[config.mk]
export PLATFORM = sky130hd
export DESIGN_NAME = ldl_bin2hot_pipe
export DESIGN_NICKNAME = d
export VERILOG_FILES = /design/src/rtl/ldl_bin2hot_pkg.sv /design/src/rtl/ldl_skid_buf.sv /design/src/rtl/ldl_bin2hot_pipe.sv
export SDC_FILE = /design/constraint.sdc
export NUM_CORES = 1
export LEC_CHECK = 0
export ABC_AREA = 1
export CORE_MARGIN = 4
export CORE_UTILIZATION = 55
export CTS_CLUSTER_DIAMETER = 50
export DETAILED_ROUTE_END_ITERATION = 8
export GPL_TIMING_DRIVEN = 0
export PLACE_DENSITY = 0.81
export SYNTH_ARGS = -nofsm -noshare
export SYNTH_HDL_FRONTEND = slang
export SYNTH_SLANG_ARGS = --single-unit
export TNS_END_PERCENT = 10
[constraint.sdc]
create_clock -name clk -period 3.2 [get_ports clk]
set_input_delay 0.48 -clock clk [delete_from_list [all_inputs] [get_ports clk]]
set_output_delay 0.48 -clock clk [all_outputs]
set_load 0.01 [all_outputs]
[src/rtl/ldl_bin2hot_pkg.sv]
`default_nettype none
// ---------------------------------------------------------------------------
// ldl_bin2hot_pkg : mode constants and the binary-to-vector decode function
// Revision 1.0
// ---------------------------------------------------------------------------
package ldl_bin2hot_pkg;

  localparam logic MODE_ONEHOT = 1'b0;
  localparam logic MODE_THERM  = 1'b1;

  // Upper bound on N; callers slice {err, vec[N-1:0]} out of the wide result.
  localparam int unsigned MAX_N = 1024;

  // Returns {err, vec}: err sits at bit MAX_N, vec in [MAX_N-1:0].
  function automatic logic [MAX_N:0] decode(
    input logic        en,
    input logic        mode,
    input logic [31:0] bin,
    input int unsigned n
  );
    logic [MAX_N:0]   res;
    logic [MAX_N-1:0] one;
    res = '0;
    one = MAX_N'(1);
    if (en) begin
      if (bin >= n) begin
        res[MAX_N] = 1'b1;
      end else begin
        unique case (mode)
          MODE_ONEHOT: res[MAX_N-1:0] = one << bin;
          MODE_THERM:  res[MAX_N-1:0] = ((one << bin) << 1) - one;
          default:     res[MAX_N-1:0] = '0;
        endcase
      end
    end
    return res;
  endfunction

endpackage
`default_nettype wire

[src/rtl/ldl_skid_buf.sv]
`default_nettype none
// ---------------------------------------------------------------------------
// ldl_skid_buf : two-entry valid/ready buffer (main output register + skid)
// Revision 1.0
// ---------------------------------------------------------------------------
module ldl_skid_buf #(
  parameter int DATA_W = 17
) (
  input  logic              clk,
  input  logic              rst,
  input  logic              in_valid,
  output logic              in_ready,
  input  logic [DATA_W-1:0] in_data,
  output logic              out_valid,
  input  logic              out_ready,
  output logic [DATA_W-1:0] out_data
);

  logic              main_vld_q, main_vld_d;
  logic              skid_vld_q, skid_vld_d;
  logic              rdy_q, rdy_d;
  logic [DATA_W-1:0] main_q, main_d;
  logic [DATA_W-1:0] skid_q, skid_d;
  logic              acc;
  logic              drain;

  assign acc   = in_valid && rdy_q;
  assign drain = main_vld_q && out_ready;

  always_comb begin
    main_vld_d = main_vld_q;
    main_d     = main_q;
    skid_vld_d = skid_vld_q;
    skid_d     = skid_q;
    if (drain && skid_vld_q) begin
      // Skid moves forward; a same-cycle accept refills the skid.
      main_d     = skid_q;
      skid_vld_d = acc;
      if (acc) begin
        skid_d = in_data;
      end
    end else if (!main_vld_q || drain) begin
      main_vld_d = acc;
      if (acc) begin
        main_d = in_data;
      end
    end else if (acc) begin
      skid_vld_d = 1'b1;
      skid_d     = in_data;
    end
    // Registered ready keeps out_ready off the in_ready timing path.
    rdy_d = !skid_vld_d;
  end

  always_ff @(posedge clk or posedge rst) begin
    if (rst) begin
      main_vld_q <= 1'b0;
      skid_vld_q <= 1'b0;
      rdy_q      <= 1'b0;
      main_q     <= '0;
      skid_q     <= '0;
    end else begin
      main_vld_q <= main_vld_d;
      skid_vld_q <= skid_vld_d;
      rdy_q      <= rdy_d;
      main_q     <= main_d;
      skid_q     <= skid_d;
    end
  end

  assign in_ready  = rdy_q;
  assign out_valid = main_vld_q;
  assign out_data  = main_q;

endmodule
`default_nettype wire

[src/rtl/ldl_bin2hot_pipe.sv]
`default_nettype none
// ---------------------------------------------------------------------------
// ldl_bin2hot_pipe : registered one-hot / thermometer decoder with skid output
// Revision 1.0
// ---------------------------------------------------------------------------
module ldl_bin2hot_pipe
  import ldl_bin2hot_pkg::*;
#(
  parameter int WIDTH = 4,
  parameter int N     = 1 << WIDTH
) (
  input  logic             clk,
  input  logic             rst,
  input  logic             in_valid,
  output logic             in_ready,
  input  logic             in_en,
  input  logic             in_mode,
  input  logic [WIDTH-1:0] in_bin,
  output logic             out_valid,
  input  logic             out_ready,
  output logic [N-1:0]     out_vec,
  output logic             out_err
);

  logic [MAX_N:0] dec_full;
  logic [N:0]     dec_data;
  logic [N:0]     buf_data;

  assign dec_full = decode(in_en, in_mode, 32'(in_bin), N);
  assign dec_data = {dec_full[MAX_N], dec_full[N-1:0]};

  // Vector bits above N are always zero once bin >= N is flagged as an error.
  generate
    if (N < MAX_N) begin : g_unused_hi
      logic unused_hi;
      assign unused_hi = ^dec_full[MAX_N-1:N];
    end
  endgenerate

  ldl_skid_buf #(
    .DATA_W(N + 1)
  ) u_skid (
    .clk      (clk),
    .rst      (rst),
    .in_valid (in_valid),
    .in_ready (in_ready),
    .in_data  (dec_data),
    .out_valid(out_valid),
    .out_ready(out_ready),
    .out_data (buf_data)
  );

  assign out_vec = buf_data[N-1:0];
  assign out_err = buf_data[N];

endmodule
`default_nettype wire
# Yosys cells after proc, flatten, opt, wreduce, memory -nomap -nowiden
# Cells that the tools add are included.
# totals
ff_bits	37
# classes
n_eq_ne	1
shifts	1
mux	11
add_sub_neg	1
reduce_logical	10
n_bitwise	2
# ops
operator	count
$mux W17	6
$pmux W16 S2	1
$mux W16	1
$shl A1 B4 Y16 const A	1
$sub A16 B1 Y16 const B	1
$reduce_and A2 Y1	2
$reduce_bool A2 Y1	2
$logic_and A1 B1 Y1	3
$mux W1	3
$logic_not A1 Y1	2
$ne A2 B1 Y1 const B	1
$not A1 Y1	2
$logic_or A1 B1 Y1	1

# Depth between registers and ports, before layout
# Gate-level depths: netlist of run 1.
# depth
depth_word	7
depth_mapped	12

# Cells and area by module
# From an unflattened synthesis of run 1, not the netlist that was laid out.
# unflattened
cells_unflattened	317
area_unflattened_um2	2258.4
# by_module_without_submodules
module	cells_per_inst	area_each_um2	instances
ldl_skid_buf	222	1819.2	1
ldl_bin2hot_pipe	95	439.2	1

# Worst setup path before layout of run 1
# No wires, ideal clock.
# synth_path
path_type	input -> register
from	input in_bin[2]
to	register u_skid.main_q[15] (netlist: u_skid.out_data[15])
path_slack_ps	1484
path_stages	10
n_path_buf	1
arrival_ps	1591
path_cell_list	buf_6 > nor2_2 > nand2_1 > ha_1 > inv_1 > nand2_1 > nand3_1 > o221ai_1 > nand3_1 > nand3_1
# synth_between
elab_chain_len	7
# synth_rtl
item	line	text
from (decl)	ldl_bin2hot_pipe.sv:18	input logic [WIDTH-1:0] in_bin,
$shl A1 B4 Y16 (*)	ldl_bin2hot_pkg.sv:31	MODE_THERM: res[MAX_N-1:0] = ((one << bin) << 1) - one;
$sub A16 B1 Y16	ldl_bin2hot_pkg.sv:31	
$pmux W16 S2 (*)	ldl_bin2hot_pkg.sv:29	unique case (mode)
$mux W16 (*)	ldl_bin2hot_pkg.sv:25	if (en) begin
$mux W17 (*)	ldl_skid_buf.sv:44	if (acc) begin
$mux W17 (*)	ldl_skid_buf.sv:42	end else if (!main_vld_q || drain) begin
$mux W17 (*)	ldl_skid_buf.sv:35	if (drain && skid_vld_q) begin
to (signal assigned)	ldl_skid_buf.sv:66	main_q <= main_d;
to (decl)	ldl_skid_buf.sv:22	logic [DATA_W-1:0] main_q, main_d;
# Mark *: on every way between the ends. The rest lies on a longest branch, timed or not. The select of a mux whose other input is x is not followed.
# A chain may end at the register's enable or synchronous reset.

# Worst setup path after layout of run 1
# layout_path
from	input in_bin[3]
to	register u_skid.main_q[15] (netlist: u_skid.out_data[15])
# Same word-level chain as after synthesis.

==> results_dict.tcl, run 1 <==
set metrics [dict create \
    dieArea_sq_mm 0.00438 \
    cts_num_sinks 35 \
    worstPathMaxFanout 7 \
    area_growth_syn_to_layout_pct 20.6 \
    final_common_cell "nand2_1" \
    yosys_most_used_dff "dfrtp_1" \
    placementRows 20 \
    r2r_start "u_skid.in_ready" \
    htreeDepth 2 \
    max-slew-margin-rel 0.520 \
    min_to "u_skid.skid_q[7]" \
    crit_arrival_ps 2350 \
    post_cts_buffers 0 \
    place_area_sq_mm 0.00218 \
    final-setup-viol-count 0 \
    multi_input_area_sq_um 823 \
    report.final.hold_viol_count 0 \
    antenna_left 0 \
    synth_fp_nets 254 \
    path_class "primary input to flop" \
    drc 0 \
    grt_pass1_vias 1565 \
    grt_use_met3 0.0408 \
    crit_chain "clkdlybuf4s50_1 -> nor2_2 -> nand2_1 -> ha_1 -> inv_1 -> nand2_1 -> nand3_1 -> o221ai_1 -> nand3_1 -> nand3_1" \
    cap_violations 0 \
    r2r_slack_ps 1690 \
    wire_per_inst_um 13.6 \
    fin_area_sq_mm 0.00225 \
    antennaDiodeCount 0 \
    r2r-end "u_skid.out_data[9]" \
    layout_min_cycle_time_ps 2130 \
    cts_buffer_depth 2 \
    grt_pass1_wl_um 7470 \
    p_leak_nw 1.06 \
    vias 1721 \
    seq_area_sq_um 876 \
    busiest_layer "met2" \
    power.density_mw_per_mm2 716 \
    gp_congestion 1.00 \
    hp-start "u_skid.skid_q[7]" \
    fin_crit_sh 0.666 \
    start_kind "primary input" \
    drt_iter0_markers 142 \
    synth_cells 243 \
    die_x_um 66.2 \
    worst_pin_slew_ps 719 \
    layout_setup_ws_ps 1070 \
    yosys_register_bits 35 \
    drive_gt1_frac 0.116 \
    hold_path.class "flop to flop" \
    grt_overflow 0 \
    hold_ws_ps 496 \
    status "complete, no violations" \
    slew_violations 0 \
    path_buf_inv 2 \
    final_util 0.712 \
    grtUsageMet2 0.347 \
    worstPathRequired_ps 3420 \
    drt_first_pass_iters 4 \
    postCtsHoldBufs 0 \
    antenna_found_initial 0 \
    clk_pin_slew_ps 100 \
    clock.fmax_mhz 470 \
    synth_seq_area_share 0.470 \
    vdd_drop_max_mv 0.415 \
    fillers 269 \
    wl_um 4370 \
    dpl.hpwl_um 3310 \
    post-place-ws_ps 775 \
    synth.avg_cell_area_sq_um 7.66 \
    fin_setup_tns_ps 0 \
    initial_core_util 0.590 \
    crit_family "simple AND/OR/NAND/NOR gates" \
    clock_skew_ps 5.00 \
    mostFrequentLayoutCells "nand2_1, dfrtp_1, clkdlybuf4s50_1" \
    synthArstFlopShare 1.00 \
    r2r_cells 6 \
    die_h_um 66.2 \
    num_io_pins 29 \
    cts-root-buf "clkbuf_4" \
    grtUsageMet1 0.327 \
    drt-vias-per-instance 5.36 \
    synth_edf_count 0 \
    min_path_cells 2 \
    fin_nets 287 \
    fp.coreArea_sq_mm 0.00315 \
    slowest_delay_ps 560 \
    crit_path_end_kind "flop" \
    ctsResizeCount 0 \
    synthDistinctLibCells 27 \
    slowest_stage "clkdlybuf4s50_1" \
    syn_area_sq_mm 0.00186 \
    insertion_delay_ps 330 \
    cts_tree "yes" \
    ys_warn_count 0 \
    grt_use_total 0.230 \
    rsz0062_at_grt "false" \
    numCtsBuffers 5 \
    port_buffers 26 \
    crit_top_cell "nand3_1" \
    grt_max_degree 36 \
]
## metrics by stage
step / power [mW] / cells
floorplan: 1.06 / 243
global placement: 1.33 / 313
detailed placement: 1.35 / 313
CTS: 1.62 / 321
global route: 1.73 / 321
finish: 1.61 / 321
## synthesized netlist by cell type (all sizes together), types with 2 or more instances
cell type,number,share of area
nor2,15,0.038
clkbuf,2,0.0040
nand2,84,0.17
o21ai,22,0.059
nand3,21,0.062
o211ai,14,0.056
buf,7,0.027
inv,27,0.054
a21oi,8,0.024
dfrtp,35,0.47
## how the worst max path moves through the flow
stage / startpoint / endpoint / depth (start not counted)
4_1_cts: in_bin[3] / u_skid.out_data[15] / 10
5_1_grt: in_bin[0] / u_skid.out_data[15] / 10
2_1_floorplan: in_bin[2] / u_skid.out_data[15] / 10
3_3_place_gp: in_bin[3] / u_skid.out_data[15] / 10
3_5_place_dp: in_bin[3] / u_skid.out_data[15] / 10
6_report: in_bin[3] / u_skid.out_data[15] / 10
## worst min-delay path, cell delays in order (launching register included)
cell and delay (ps):
dfrtp_1 360, nand2_1 50, nand2_1 60
## area by class of cell
cell class                      instances  share of cell area
Sequential cell                        35               0.390
Multi-Input combinational cell        171               0.367
Timing Repair Buffer                   26               0.116
Inverter                               28              0.0468
Clock buffer                            8              0.0306
Buffer                                  9              0.0256
Tap cell                               44              0.0245
## kinds of logic (layout without fill, tap and decap cells)
kind of cell             Yosys count  in the layout  synth area share
AO/OA/AOI/OAI                     48             48             0.156
adder cells (fa/ha/maj)            1              1           0.00672
AND/OR/NAND/NOR                  121            121             0.278
buffers and inverters             37             71            0.0874
other                              1              1           0.00201
flip-flops                        35             35             0.470
## report_power, final
| group | switching, mW | internal, mW |
|---|---|---|
| clock | 0.141 | 0.129 |
| combinational | 0.325 | 0.300 |
| sequential | 0.0944 | 0.618 |
## registers in the layout, summed over array words and instances (netlist names)
register	flops
u_skid.skid_vld_q	1
u_skid.out_data	16
u_skid.skid_q	16
u_skid.in_ready	1
u_skid.out_valid	1
## per-layer routing
layer / part of all wire / wire length (um)
met1: 0.46 / 2010
met2: 0.46 / 2030
met3: 0.064 / 279
met4: 0.013 / 56
met5: 0 / 0
No activity file was read; power rests on OpenSTA's default activity.
==> run 2: changes to the inputs <==
- CORE_UTILIZATION: 55 -> 53
- PLACE_DENSITY: 0.81 -> 0.79
- clock period: 3.2 -> 2.1 ns (I/O delays scaled with it)
==> run 2 against run 1 <==
  * Clock-buffer cell count shrank 1
  * Highest routed layer unchanged
  * Non-clock buffer count is the same
  * Final cell count grew 0.62%
  * Register-to-register slack lost 1100 ps
  * Combinational power grew 53%
  * Wire length grew 0.46%
  * Clock power grew 28%
  * Sequential share of layout area grew 0.28 points
  * Final area shrank 0.72%
  * Die area grew 3.3%
  * Setup slack lost 950 ps
  * Global-route usage shrank 1.1 points
==> results_dict.tcl, run 2 (synthesized netlist as in run 1, its figures left out) <==
set metrics [dict create \
    max-slew-margin-rel 0.516 \
    cts_num_sinks 35 \
    gp_congestion 0.972 \
    antenna_found_initial 0 \
    htreeDepth 2 \
    hold_path.class "primary input to flop" \
    seq_area_sq_um 876 \
    drt_iter0_markers 113 \
    grt_pass1_vias 1584 \
    die_x_um 67.3 \
    worstPathRequired_ps 2310 \
    worstPathMaxFanout 7 \
    postCtsHoldBufs 0 \
    dpl.hpwl_um 3250 \
    intPower_mw 1.53 \
    fillers 320 \
    finalNonFillerCells 323 \
    final-setup-viol-count 0 \
    wire_per_inst_um 13.6 \
    cts-root-buf "clkbuf_4" \
    rsz0062_at_grt "false" \
    post_cts_buffers 0 \
    wl_um 4390 \
    p_switching_mw 0.853 \
    insertion_delay_ps 330 \
    layout_min_cycle_time_ps 1980 \
    final_common_cell "nand2_1" \
    slew_violations 0 \
    pwr-share-comb 0.401 \
    status "complete, no violations" \
    hold_ws_ps 413 \
    worst_pin_slew_ps 725 \
    dieArea_sq_mm 0.00453 \
    drt_first_pass_iters 4 \
    start_kind "primary input" \
    seqPwrFrac 0.454 \
    drive_gt1_frac 0.112 \
    pwr-share-clk 0.145 \
    crit_arrival_ps 2200 \
    report.final.hold_viol_count 0 \
    drt-vias-per-instance 5.32 \
    fin_crit_sh 0.945 \
    clock.fmax_mhz 504 \
    numCtsBuffers 5 \
    drc 0 \
    grt_overflow 0 \
    fp.coreArea_sq_mm 0.00336 \
    grt_pass1_wl_um 7390 \
    num_io_pins 29 \
    mostFrequentLayoutCells "nand2_1, dfrtp_1, clkdlybuf4s50_1" \
    fin_nets 287 \
    port_buffers 26 \
    path_class "primary input to flop" \
    vias 1719 \
    ctsResizeCount 0 \
    antennaDiodeCount 0 \
    p_leak_nw 1.06 \
    cap_violations 0 \
    dp.cells 315 \
    placementRows 21 \
    grt_max_degree 36 \
    clock_skew_ps 8.62 \
    p_sw_frac 0.358 \
    clk_pin_slew_ps 100 \
    layout_setup_ws_ps 115 \
    grt_use_total 0.219 \
    cts_tree "yes" \
    crit_path_end_kind "flop" \
    cts_buffer_depth 2 \
    multi_input_area_sq_um 823 \
    area_growth_syn_to_layout_pct 19.8 \
    die_h_um 67.3 \
    post-place-ws_ps -183 \
    vdd_drop_max_mv 0.577 \
    antenna_left 0 \
    initial_core_util 0.554 \
    power.density_mw_per_mm2 1070 \
]
-- run 2: cell types whose count changed in the layout (fill, tap and decap cells not counted) --
| cell | change |
|---|---|
| clkinv_2 | +1 |
| clkbuf_8 | -2 |
| clkbuf_1 | +1 |
-- run 2: through the flow --
| step | total power [mW] | area (sq um) | setup TNS (ps) | util |
|---|---|---|---|---|
| final | 2.38 | 2230 | 0 | 0.663 |
| after global routing | 2.57 | 2230 | 0 | 0.663 |
| after global placement | 2.02 | 2180 | -782 | 0.648 |
| after CTS | 2.41 | 2230 | 0 | 0.663 |
| after detailed placement | 2.06 | 2180 | -743 | 0.648 |
| after floorplan | 1.61 | 1860 | 0 | - |
-- run 2: final cells by class --
class | instances | share of cell area
flip-flops and latches | 35 | 0.393
multi-input cells | 171 | 0.369
repair buffers | 26 | 0.117
inverters | 28 | 0.0471
plain buffers | 9 | 0.0258
well taps | 46 | 0.0258
clock buffers | 7 | 0.0202
clock inverters | 1 | 0.00224
-- run 2: final timing paths --
kind                                        from             endpoint  slack [ps]  depth (start not counted)
worst max-delay path                   in_bin[3]  u_skid.out_data[15]         120                         10
worst min-delay path                   in_bin[2]     u_skid.skid_q[9]         410                          4
worst max register to register   u_skid.in_ready   u_skid.out_data[9]         600                          6
worst min register to register  u_skid.skid_q[7]     u_skid.skid_q[7]         490                          2
max in group asynchronous                    rst    u_skid.skid_q[10]        1210                          2
min in group asynchronous                    rst      u_skid.in_ready         420                          2
-- run 2: worst max-delay path, cell delays in order --
cell and delay (ps):
clkdlybuf4s50_1 550, nor2_2 340, nand2_1 170, ha_1 260, inv_1 80, nand2_1 70
nand3_1 90, o221ai_1 140, nand3_1 100, nand3_1 80
-- run 2: power groups by stage --
stage	sequential (mW)	combinational, mW	clock [mW]
floorplan	1.15	0.466	0
finish	1.08	0.956	0.345
CTS	1.08	0.966	0.357
detailed placement	1.10	0.962	0
global route	1.12	1.06	0.387
global placement	1.08	0.943	0
-- run 2: layer usage --
metal,vias up,GRT usage,wire length (um),share of wire
met5,-,0,0,0
met4,0,0.0633,110,0.025
met3,10,0.0566,259,0.059
met2,62,0.339,2010,0.46
met1,788,0.303,2010,0.46
li1,859,-,-,-
